File: src/rtl/chess_turn_ctrl.sv
// Chess clock control stage: button synchronise/debounce, turn FSM and 1 Hz prescaler
// that steers count-enable ticks to the active player's counter.
module chess_turn_ctrl #(
    parameter int CLK_HZ          = 50_000_000,
    parameter int TICK_HZ         = 1,
    parameter int DEBOUNCE_CYCLES = 500_000
) (
    input  logic in_clk,
    input  logic reset,
    input  logic btn_left_n,
    input  logic btn_right_n,
    input  logic btn_clr_n,
    input  logic pause,
    output logic tick_a,
    output logic tick_b,
    output logic clear_pulse,
    output logic active_b,
    output logic running
);
    // state | meaning
    // IDLE  | no clock running; waiting for the first player to hit their button
    // RUN_A | player A's clock counts
    // RUN_B | player B's clock counts

    localparam int TICK_DIV = CLK_HZ / TICK_HZ;
    localparam int PS_W     = (TICK_DIV > 2) ? $clog2(TICK_DIV) : 1;
    localparam int DB_W     = $clog2(DEBOUNCE_CYCLES + 1);
    localparam logic [PS_W-1:0] TICK_LAST = PS_W'(TICK_DIV - 1);
    localparam logic [DB_W-1:0] DB_LAST   = DB_W'(DEBOUNCE_CYCLES - 1);

    typedef enum logic [1:0] {IDLE, RUN_A, RUN_B} state_t;

    logic [2:0]      raw_n;
    logic [2:0]      sync1;
    logic [2:0]      sync2;
    logic [2:0]      stable;
    logic [2:0]      press;
    logic [DB_W-1:0] db_cnt [3];

    assign raw_n = {btn_clr_n, btn_right_n, btn_left_n};

    // index 0 = left, 1 = right, 2 = clear; a press is a debounced 1->0 of stable
    always_ff @(posedge in_clk) begin
        if (reset) begin
            sync1  <= '1;
            sync2  <= '1;
            stable <= '1;
            press  <= '0;
            for (int i = 0; i < 3; i++) db_cnt[i] <= '0;
        end else begin
            sync1 <= raw_n;
            sync2 <= sync1;
            for (int i = 0; i < 3; i++) begin
                press[i] <= 1'b0;
                if (sync2[i] != stable[i]) begin
                    if (db_cnt[i] == DB_LAST) begin
                        stable[i] <= sync2[i];
                        db_cnt[i] <= '0;
                        press[i]  <= ~sync2[i];
                    end else begin
                        db_cnt[i] <= db_cnt[i] + DB_W'(1);
                    end
                end else begin
                    db_cnt[i] <= '0;
                end
            end
        end
    end

    logic            left_evt;
    logic            right_evt;
    logic            clr_evt;
    logic            turn_change;
    state_t          state;
    state_t          state_nxt;
    logic [PS_W-1:0] presc;

    assign left_evt  = press[0];
    assign right_evt = press[1];
    assign clr_evt   = press[2];

    always_comb begin
        state_nxt = state;
        if (clr_evt) begin
            state_nxt = IDLE;
        end else begin
            case (state)
                IDLE: begin
                    if (left_evt && !right_evt)      state_nxt = RUN_B;
                    else if (right_evt && !left_evt) state_nxt = RUN_A;
                end
                RUN_A:   if (right_evt) state_nxt = RUN_B;
                RUN_B:   if (left_evt)  state_nxt = RUN_A;
                default: state_nxt = IDLE;
            endcase
        end
    end

    // clear counts as a transition even from IDLE so the prescaler is always zeroed
    assign turn_change = clr_evt || (state_nxt != state);

    always_ff @(posedge in_clk) begin
        if (reset) begin
            state       <= IDLE;
            presc       <= '0;
            tick_a      <= 1'b0;
            tick_b      <= 1'b0;
            clear_pulse <= 1'b0;
            active_b    <= 1'b0;
            running     <= 1'b0;
        end else begin
            state       <= state_nxt;
            clear_pulse <= clr_evt;
            running     <= (state_nxt != IDLE);
            tick_a      <= 1'b0;
            tick_b      <= 1'b0;
            if (state_nxt == RUN_B)
                active_b <= 1'b1;
            else if (state_nxt == RUN_A || clr_evt)
                active_b <= 1'b0;

            // a switch on the terminal cycle wins over the tick
            if (turn_change) begin
                presc <= '0;
            end else if (state != IDLE && !pause) begin
                if (presc == TICK_LAST) begin
                    presc  <= '0;
                    tick_a <= (state == RUN_A);
                    tick_b <= (state == RUN_B);
                end else begin
                    presc <= presc + PS_W'(1);
                end
            end
        end
    end
endmodule

File: config.mk
export PLATFORM = sky130hd
export DESIGN_NAME = chess_turn_ctrl
export DESIGN_NICKNAME = d
export VERILOG_FILES = /design/src/rtl/chess_turn_ctrl.sv
export SDC_FILE = /design/constraint.sdc
export NUM_CORES = 1
export LEC_CHECK = 0
export BUFFER_PORTS_ARGS = -buffer_cell sky130_fd_sc_hd__buf_2
export CORE_UTILIZATION = 50
export DETAILED_ROUTE_END_ITERATION = 10
export PLACE_DENSITY = 0.73
export REMOVE_ABC_BUFFERS = 1
export SYNTH_ARGS = -nofsm -noshare
export SYNTH_HDL_FRONTEND = slang
export SYNTH_SLANG_ARGS = --single-unit
File: constraint.sdc
create_clock -name in_clk -period 2.6 [get_ports in_clk]
set_input_delay 0.26 -clock in_clk [delete_from_list [all_inputs] [get_ports in_clk]]
set_output_delay 0.26 -clock in_clk [all_outputs]
set_load 0.05 [all_outputs]
== Yosys cells after proc, flatten, opt, wreduce, memory -nomap -nowiden ==
Memory sizes are Yosys's and may differ from the RTL's.
Cells that the tools add are included.
Operators by class
  add/subtract/negate cells: 4
  eq/ne operators: 12
  multiplexer cells: 53
  bitwise gates (word level): 20
  reductions and logical operators: 20
Operators with widths (number)
  19-bit two-way mux: 9
  19-bit by 1-bit adder with 19-bit output, second input constant: 3
  19-bit equality test, second input constant: 3
  1-bit two-way mux: 37
  26-bit by 1-bit adder with 26-bit output, second input constant: 1
  26-bit equality test, second input constant: 1
  26-bit two-way mux: 1
  1-bit NOT: 11
  2-bit two-way mux: 5
  1-bit bitwise OR: 9
  3-bit OR reduction: 3
  2-bit case mux with 3 select lines: 1
  2-bit AND reduction: 3
  2-bit nonzero test: 3
  2-bit by 1-bit equality test with 1-bit output, second input constant: 2
  2-bit equality test, second input constant: 2
  4-bit OR reduction: 1
  1-bit logical AND: 3
  1-bit logical NOT: 3
  1-bit != test: 3
  2-bit logical NOT: 1
  1-bit logical OR: 2
  2-bit != test: 1
  2-bit OR reduction: 1
Storage, ports and cells
  register bits: 45
  bits in writable memories: 57
  input bits: 6
  output and inout port bits: 5
  logic and storage cells: 125
  memories: 1
Memory list
  db_cnt: depth 3, bits a word 19, rd ports 3, clocked after Yosys merged registers in 0, write ports 3, RTL line 38  | logic [DB_W-1:0] db_cnt [3];

== Logic depth before layout (Yosys ltp) ==
Gate-level depths: netlist (run 1).
  word-level depth: 10
  depth in mapped cells: 8
  depth with buffers taken out: 6

== Worst setup path before layout (run 1) ==
OpenSTA, ideal clock, no wires.
  path type: register -> register
  from: mem db_cnt[2][0] (netlist bit)
  to: mem db_cnt[2][15] (netlist bit) (data pin)
  library setup time: 0.254 ns
  data arrival time: 1.667 ns
  data required time: 2.346 ns
  setup slack: 0.679 ns
  cell stages (with the launch flop): 9
  path buffers: 2
  clock period less this slack: 1.921 ns
  path through: edfxtp_1 -> ha_1 -> nand4_1 -> nand3b_1 -> or4_1 -> buf_2 -> nand2_4 -> buf_6 -> nor2_1
RTL lines (RTL line)
  start: declaration: 38

==> impl_metrics.csv, run 1 <==
group,metric,value,unit
outcome,status,"completed",
clock_network,hold_buffers,0,
placed_design,port_buffers,10,
timing,period_share,0.808,
finish,nNetsFinal,594,
drt,drt.antenna.violating_nets,0,
synthesis,ys_warn_count,0,
global_routing,grt_use_total,0.181,
timing,setup_tns,0,ps
min_path,min_path_cells,2,
drt,drc,0,
synthesis,seq_area_frac_synth,0.511,
clock_network,cts_setup_buffers,0,
global_routing,antenna_found_initial,0,
synthesis,ys_async_sr_fraction,0,
floorplan,die_width,103,um
floorplan,io_pins,11,
synthesis,ys_types,50,
drt,vias,3653,
drt,drt_wl_total,8710,um
drt,routedWlPerCell,12.1,um
clock_network,clkTransAtPathRegs,100,ps
drt,viasPerCell,5.06,
synthesis,syn_inst,520,
placed_design,place_hpwl,6270,um
finish,nFillCells,913,
global_routing,grt_pass1_wl,15000,um
timing,layout_min_cycle_time,2100,ps
timing,setup_viol,0,
timing,clock.fmax,476,MHz
clock_network,cts_inserted_buffers,9,
synthesis,yosysMostFrequentCell,"nor2_1",
clock_network,cts_tree,"built",
clock_network,clkSinkCount,102,
synthesis,ys.flop_type,"edfxtp_1",
timing,slew_viol_final,0,
finish,syn_to_final_growth,11.0,%
power,leakagePower,1.95,nW
synthesis,muxShareOfSynthArea,0.00784,
finish,antennaDiodeCount,0,
synthesis,syn_area,0.00511,mm2
global_routing,grt_max_degree,20,
critical_path,cp.arrival,2190,ps
synthesis,synth_edf_count,57,
floorplan,fp-row-count,36,
run,drv_cap,0,
critical_path,criticalPathCategory,"reg2reg",
critical_path,startpoint_type,"register",
timing,clock_skew,16.1,ps
synthesis,synth-compound-area-share,0.0304,
synthesis,synth_largest_area_cell,"edfxtp_1",
floorplan,die_y,103,um
min_path,hp-class,"in2reg",
clock_network,clk-insertion-delay-late,360,ps
floorplan,core-area,0.00982,mm2
global_routing,first_global_vias,3515,
clock_network,htreeDepth,3,
power,peakVddDrop,0.300,mV
synthesis,synth-simple-area-share,0.292,
synthesis,ys_top_cells_by_area,"edfxtp_1, dfxtp_1, nor2_1, xor2_1, xnor2_1",
placed_design,dp_slack,470,ps
power,p_per_area,504,mW/mm2
floorplan,start_util,0.520,
critical_path,end_kind,"register",
drt,dr.pass1.iters,4,
timing,hold_viol_final,0,
synthesis,avgSynthCellArea,9.82,um2
critical_path,cp.required,2690,ps
critical_path,r2r_cells,6,
finish,multi_input_area,0.00259,mm2
floorplan,die_area,0.0106,mm2
synthesis,synth_commonest_cells,"nor2_1, edfxtp_1, dfxtp_1, nand2_1",
drt,drtIter0Drc,105,
synthesis,synth_top_area_share,0.335,
timing,relSlewSlack,0.526,
synthesis,synth_top_family_by_area,"simple AND/OR/NAND/NOR gates",
placed_design,gp_congestion,0.836,
global_routing,overflow,0,
timing,rsz0062_at_grt,"false",
clock_network,clockRootBuffer,"clkbuf_8",
synthesis,synthAdderAreaFrac,0.00980,
timing,setup_ws,500,ps
synthesis,ys_ff_latch,102,
finish,finish.utilization,0.577,
clock_network,cts_buffer_depth,2,
synthesis,synth_xor_area_frac,0.125,
finish,regArea,0.00261,mm2
clock_network,cts_resized,0,
finish,drive_above_1_share,0.0883,
power,finalPower,0.00286,W
critical_path,worstPathMaxFanout,18,
timing,worst_pin_slew,705,ps
## sequential cells by signal, indices dropped and copies added (netlist names)
register and flops:
active_b 1, clear_pulse 1, db_cnt 57, presc 26, press 3, running 1, stable 3, state 2
sync1 3, sync2 3, tick_a 1, tick_b 1
## per-stage QoR
| stage | area, um2 | instances | hold WS (ps) |
|---|---|---|---|
| final | 5670 | 722 | 68.6 |
| after global routing | 5670 | 722 | 47.3 |
| after CTS | 5670 | 722 | 55.6 |
| after detailed placement | 5480 | 706 | 397 |
| after global placement | 5480 | 706 | 398 |
| after floorplan | 5250 | 561 | 332 |
## routing by layer
layer / global-route usage / vias to the layer above / wire (um)
met5: 0 / - / 0
met4: 0.0488 / 0 / 78
met3: 0.0549 / 6 / 296
met2: 0.307 / 44 / 4210
met1: 0.224 / 1709 / 4120
li1: - / 1894 / -
## power breakdown
group / internal (W) / switching [W]
sequential: 0.00174 / 0.0000443
combinational: 0.0000389 / 0.0000556
clock: 0.000436 / 0.000543
## area by class of cell
| type | instances | share of cell area |
|---|---|---|
| clock buffer | 12 | 0.0293 |
| clock inverter | 4 | 0.00463 |
| inverter | 12 | 0.00794 |
| multi-input combinational | 447 | 0.457 |
| sequential | 102 | 0.461 |
| tap | 133 | 0.0293 |
| timing repair buffer | 12 | 0.0115 |
## kinds of logic after synthesis
logic type | after synthesis
and+or+nand+nor | 285
DFF | 102
xor gates and xnor gates | 73
buffers and inverters | 27
AOI/OAI and AO/OA | 24
adders and majority gates | 4
muxes | 4
other | 1
## worst paths after layout
check                           slack [ps]          from            end
worst max-delay path                   500  db_cnt[1][0]  db_cnt[1][13]
worst max register to register         500  db_cnt[1][0]  db_cnt[1][13]
worst min-delay path                    70    btn_left_n       sync1[0]
worst min register to register         420      sync1[2]       sync2[2]
## cell usage in the layout, fill, tap and decap left out, types with 2 or more instances in the layout
| master | Yosys | layout |
|---|---|---|
| nor2_1 | 106 | 106 |
| xor2_1 | 39 | 39 |
| nor4b_2 | 2 | 2 |
| edfxtp_1 | 57 | 57 |
| nand2b_1 | 6 | 6 |
| buf_2 | 7 | 10 |
| nor3b_2 | 2 | 2 |
| o21ai_0 | 5 | 5 |
| nand2_4 | 2 | 2 |
| clkbuf_8 | 0 | 10 |
| and2_1 | 3 | 3 |
| or4_1 | 2 | 2 |
| a21oi_1 | 9 | 9 |
| or3_4 | 3 | 3 |
| dfxtp_1 | 45 | 45 |
| or3_1 | 3 | 3 |
| nor3_1 | 10 | 10 |
| xnor2_1 | 34 | 34 |
| nor4_2 | 4 | 4 |
| nand3_1 | 39 | 39 |
| conb_1 | 1 | 57 |
| nand3b_1 | 3 | 3 |
| mux2i_1 | 4 | 4 |
| buf_4 | 0 | 2 |
| inv_4 | 0 | 3 |
| nor4b_1 | 5 | 5 |
| nand2_1 | 40 | 40 |
| ha_1 | 4 | 4 |
| or2_2 | 7 | 7 |
| and4_1 | 5 | 5 |
| inv_1 | 12 | 12 |
| nand4_1 | 20 | 20 |
| and3_1 | 9 | 9 |
| nor4_1 | 7 | 7 |
## critical path, stage by stage (launching register included)
cell,delay (ps)
edfxtp_1,390
ha_1,250
nand4_1,170
nor2_1,120
nand4_1,250
nand2_1,530
nor2_1,110
No activity file was read; power rests on OpenSTA's default activity.
==> inputs of run 2 (changes only) <==
--- a/config.mk
+++ b/config.mk
@@ -8,7 +8,7 @@
 export BUFFER_PORTS_ARGS = -buffer_cell sky130_fd_sc_hd__buf_2
 export CORE_UTILIZATION = 50
 export DETAILED_ROUTE_END_ITERATION = 10
-export PLACE_DENSITY = 0.73
+export PLACE_DENSITY = 0.75
 export REMOVE_ABC_BUFFERS = 1
 export SYNTH_ARGS = -nofsm -noshare
 export SYNTH_HDL_FRONTEND = slang
==> constraint.sdc (replaced) <==
create_clock -name in_clk -period 1.7 [get_ports in_clk]
set_input_delay 0.17 -clock in_clk [delete_from_list [all_inputs] [get_ports in_clk]]
set_output_delay 0.17 -clock in_clk [all_outputs]
set_load 0.05 [all_outputs]
==> run 2 against run 1 <==
  * First-iteration DRC count increased by 34%
  * The run now ends with negative setup slack left
  * Combinational power increased to 3.1 times the previous value
  * Core utilization up 15 points
  * Via count up 16%
  * Register-to-register slack worse by 630 ps
  * Highest routed layer unchanged
  * Die area is the same
  * Sequential cell count unchanged
==> impl_metrics.csv, run 2 (synthesized netlist as in run 1, its figures left out) <==
group,metric,value,unit
placed_design,gp_congestion,0.918,
finish,reg_top3,"db_cnt x57, presc x26",
floorplan,core-area,0.00982,mm2
outcome,failed_checks,"negative setup slack",
power,p_per_area,634,mW/mm2
timing,period_share,1.08,
timing,clock_skew,9.05,ps
timing,hold_viol_final,0,
timing,setup_ws,-134,ps
placed_design,port_buffers,10,
min_path,hp-class,"in2reg",
drt,drc,0,
critical_path,criticalPathCategory,"reg2reg",
drt,drt_wl_total,11700,um
global_routing,first_global_vias,4022,
clock_network,cts_buffer_depth,2,
timing,clock.fmax,545,MHz
finish,multi_input_area,0.00314,mm2
timing,hold_ws,121,ps
critical_path,worstPathMaxFanout,9,
finish,final_cell_mix,"buf_4, nor2_1, edfxtp_1, conb_1, nand2_1",
finish,largest_register,"db_cnt",
drt,drt.antenna.violating_nets,0,
drt,drtIter0Drc,141,
finish,largest_reg_flops,57,
timing,setup_viol,48,
finish,fin_cells,827,
finish,regArea,0.00264,mm2
power,finalPower,0.00450,W
finish,syn_to_final_growth,39.1,%
floorplan,fp-row-count,36,
run,drv_cap,0,
critical_path,startpoint_type,"register",
clock_network,htreeDepth,3,
critical_path,cp.arrival,1970,ps
floorplan,start_util,0.520,
timing,layout_min_cycle_time,1830,ps
drt,viasPerCell,5.12,
floorplan,die_area,0.0106,mm2
clock_network,cts_tree,"built",
placed_design,placed_area,0.00605,mm2
floorplan,die_width,103,um
global_routing,overflow,0,
critical_path,end_kind,"register",
clock_network,clkTransAtPathRegs,90,ps
clock_network,clkSinkCount,102,
timing,rsz0062_at_grt,"true",
outcome,status,"finished, violations left",
finish,drive_above_1_share,0.356,
placed_design,place_hpwl,7380,um
placed_design,placed_cells,781,
finish,nFillCells,698,
clock_network,clk-insertion-delay-late,380,ps
floorplan,io_pins,11,
finish,layout_commonest_cell,"buf_4",
global_routing,grt_use_total,0.216,
critical_path,r2r_slack,-130,ps
timing,slew_viol_final,0,
drt,routedWlPerCell,14.2,um
drt,vias,4238,
floorplan,die_y,103,um
clock_network,cts_inserted_buffers,9,
clock_network,clockRootBuffer,"clkbuf_8",
drt,dr.pass1.iters,4,
finish,nNetsFinal,699,
finish,antennaDiodeCount,0,
critical_path,cp.required,1840,ps
global_routing,grt_pass1_wl,17600,um
finish,final_cell_area,0.00710,mm2
global_routing,grt_max_degree,20,
power,leakagePower,2.69,nW
power,peakVddDrop,0.379,mV
global_routing,antenna_found_initial,0,
## run 2: where the power goes
group          internal [W]  switching, W  total, W  leakage, nW
Combinational      0.000141      0.000153  0.000294         1.63
Sequential          0.00266     0.0000622   0.00272        0.961
Clock              0.000652      0.000838   0.00149       0.0954
Total               0.00345       0.00105   0.00450         2.69
## run 2: path summary, 6_finish.rpt
check / startpoint / to / depth (start not counted)
hold / removal: reset / state[0] / 2
setup / recovery: db_cnt[2][0] / db_cnt[2][12] / 6
setup reg to reg: db_cnt[2][0] / db_cnt[2][12] / 6
hold reg to reg: sync1[2] / sync2[2] / 1
## run 2: per-layer routing
metal / global-route usage / wire, um / up-vias
met5: 0 / 0 / -
met3: 0.0461 / 314 / 22
met2: 0.372 / 5950 / 60
met1: 0.262 / 5210 / 2065
li1: - / - / 2091
met4: 0.0910 / 268 / 0
## run 2: timing repair
action,CTS,global route
hold buffers,3,0
setup buffers,3,19
cloned,1,4
resized for setup,21,115
hold endpoints to repair,3,0
endpoints found under the setup margin,47,81
pin swaps,4,54
## run 2: per-stage QoR
step           setup TNS [ps]  setup WS [ps]  utilization
2_1_floorplan           -6870           -178            -
3_3_place_gp            -4200           -213        0.616
3_5_place_dp            -7020           -328        0.616
4_1_cts                 -2490           -127        0.653
5_1_grt                 -7030           -188        0.723
6_report                -3410           -134        0.723
## run 2: cell type report
class	instances	share of cell area
Timing Repair Buffer	116	0.131
Tap cell	133	0.0234
Clock buffer	13	0.0236
Sequential cell	102	0.372
Multi-Input combinational cell	448	0.441
Clock inverter	3	0.00247
Inverter	12	0.00634
## run 2: critical path, cell delays in order, from the launching register on
cell and delay (ps):
edfxtp_1 380, ha_2 190, nand4_1 120, nand3b_1 180, or4_4 490, nand2_4 160, nor2_1 70
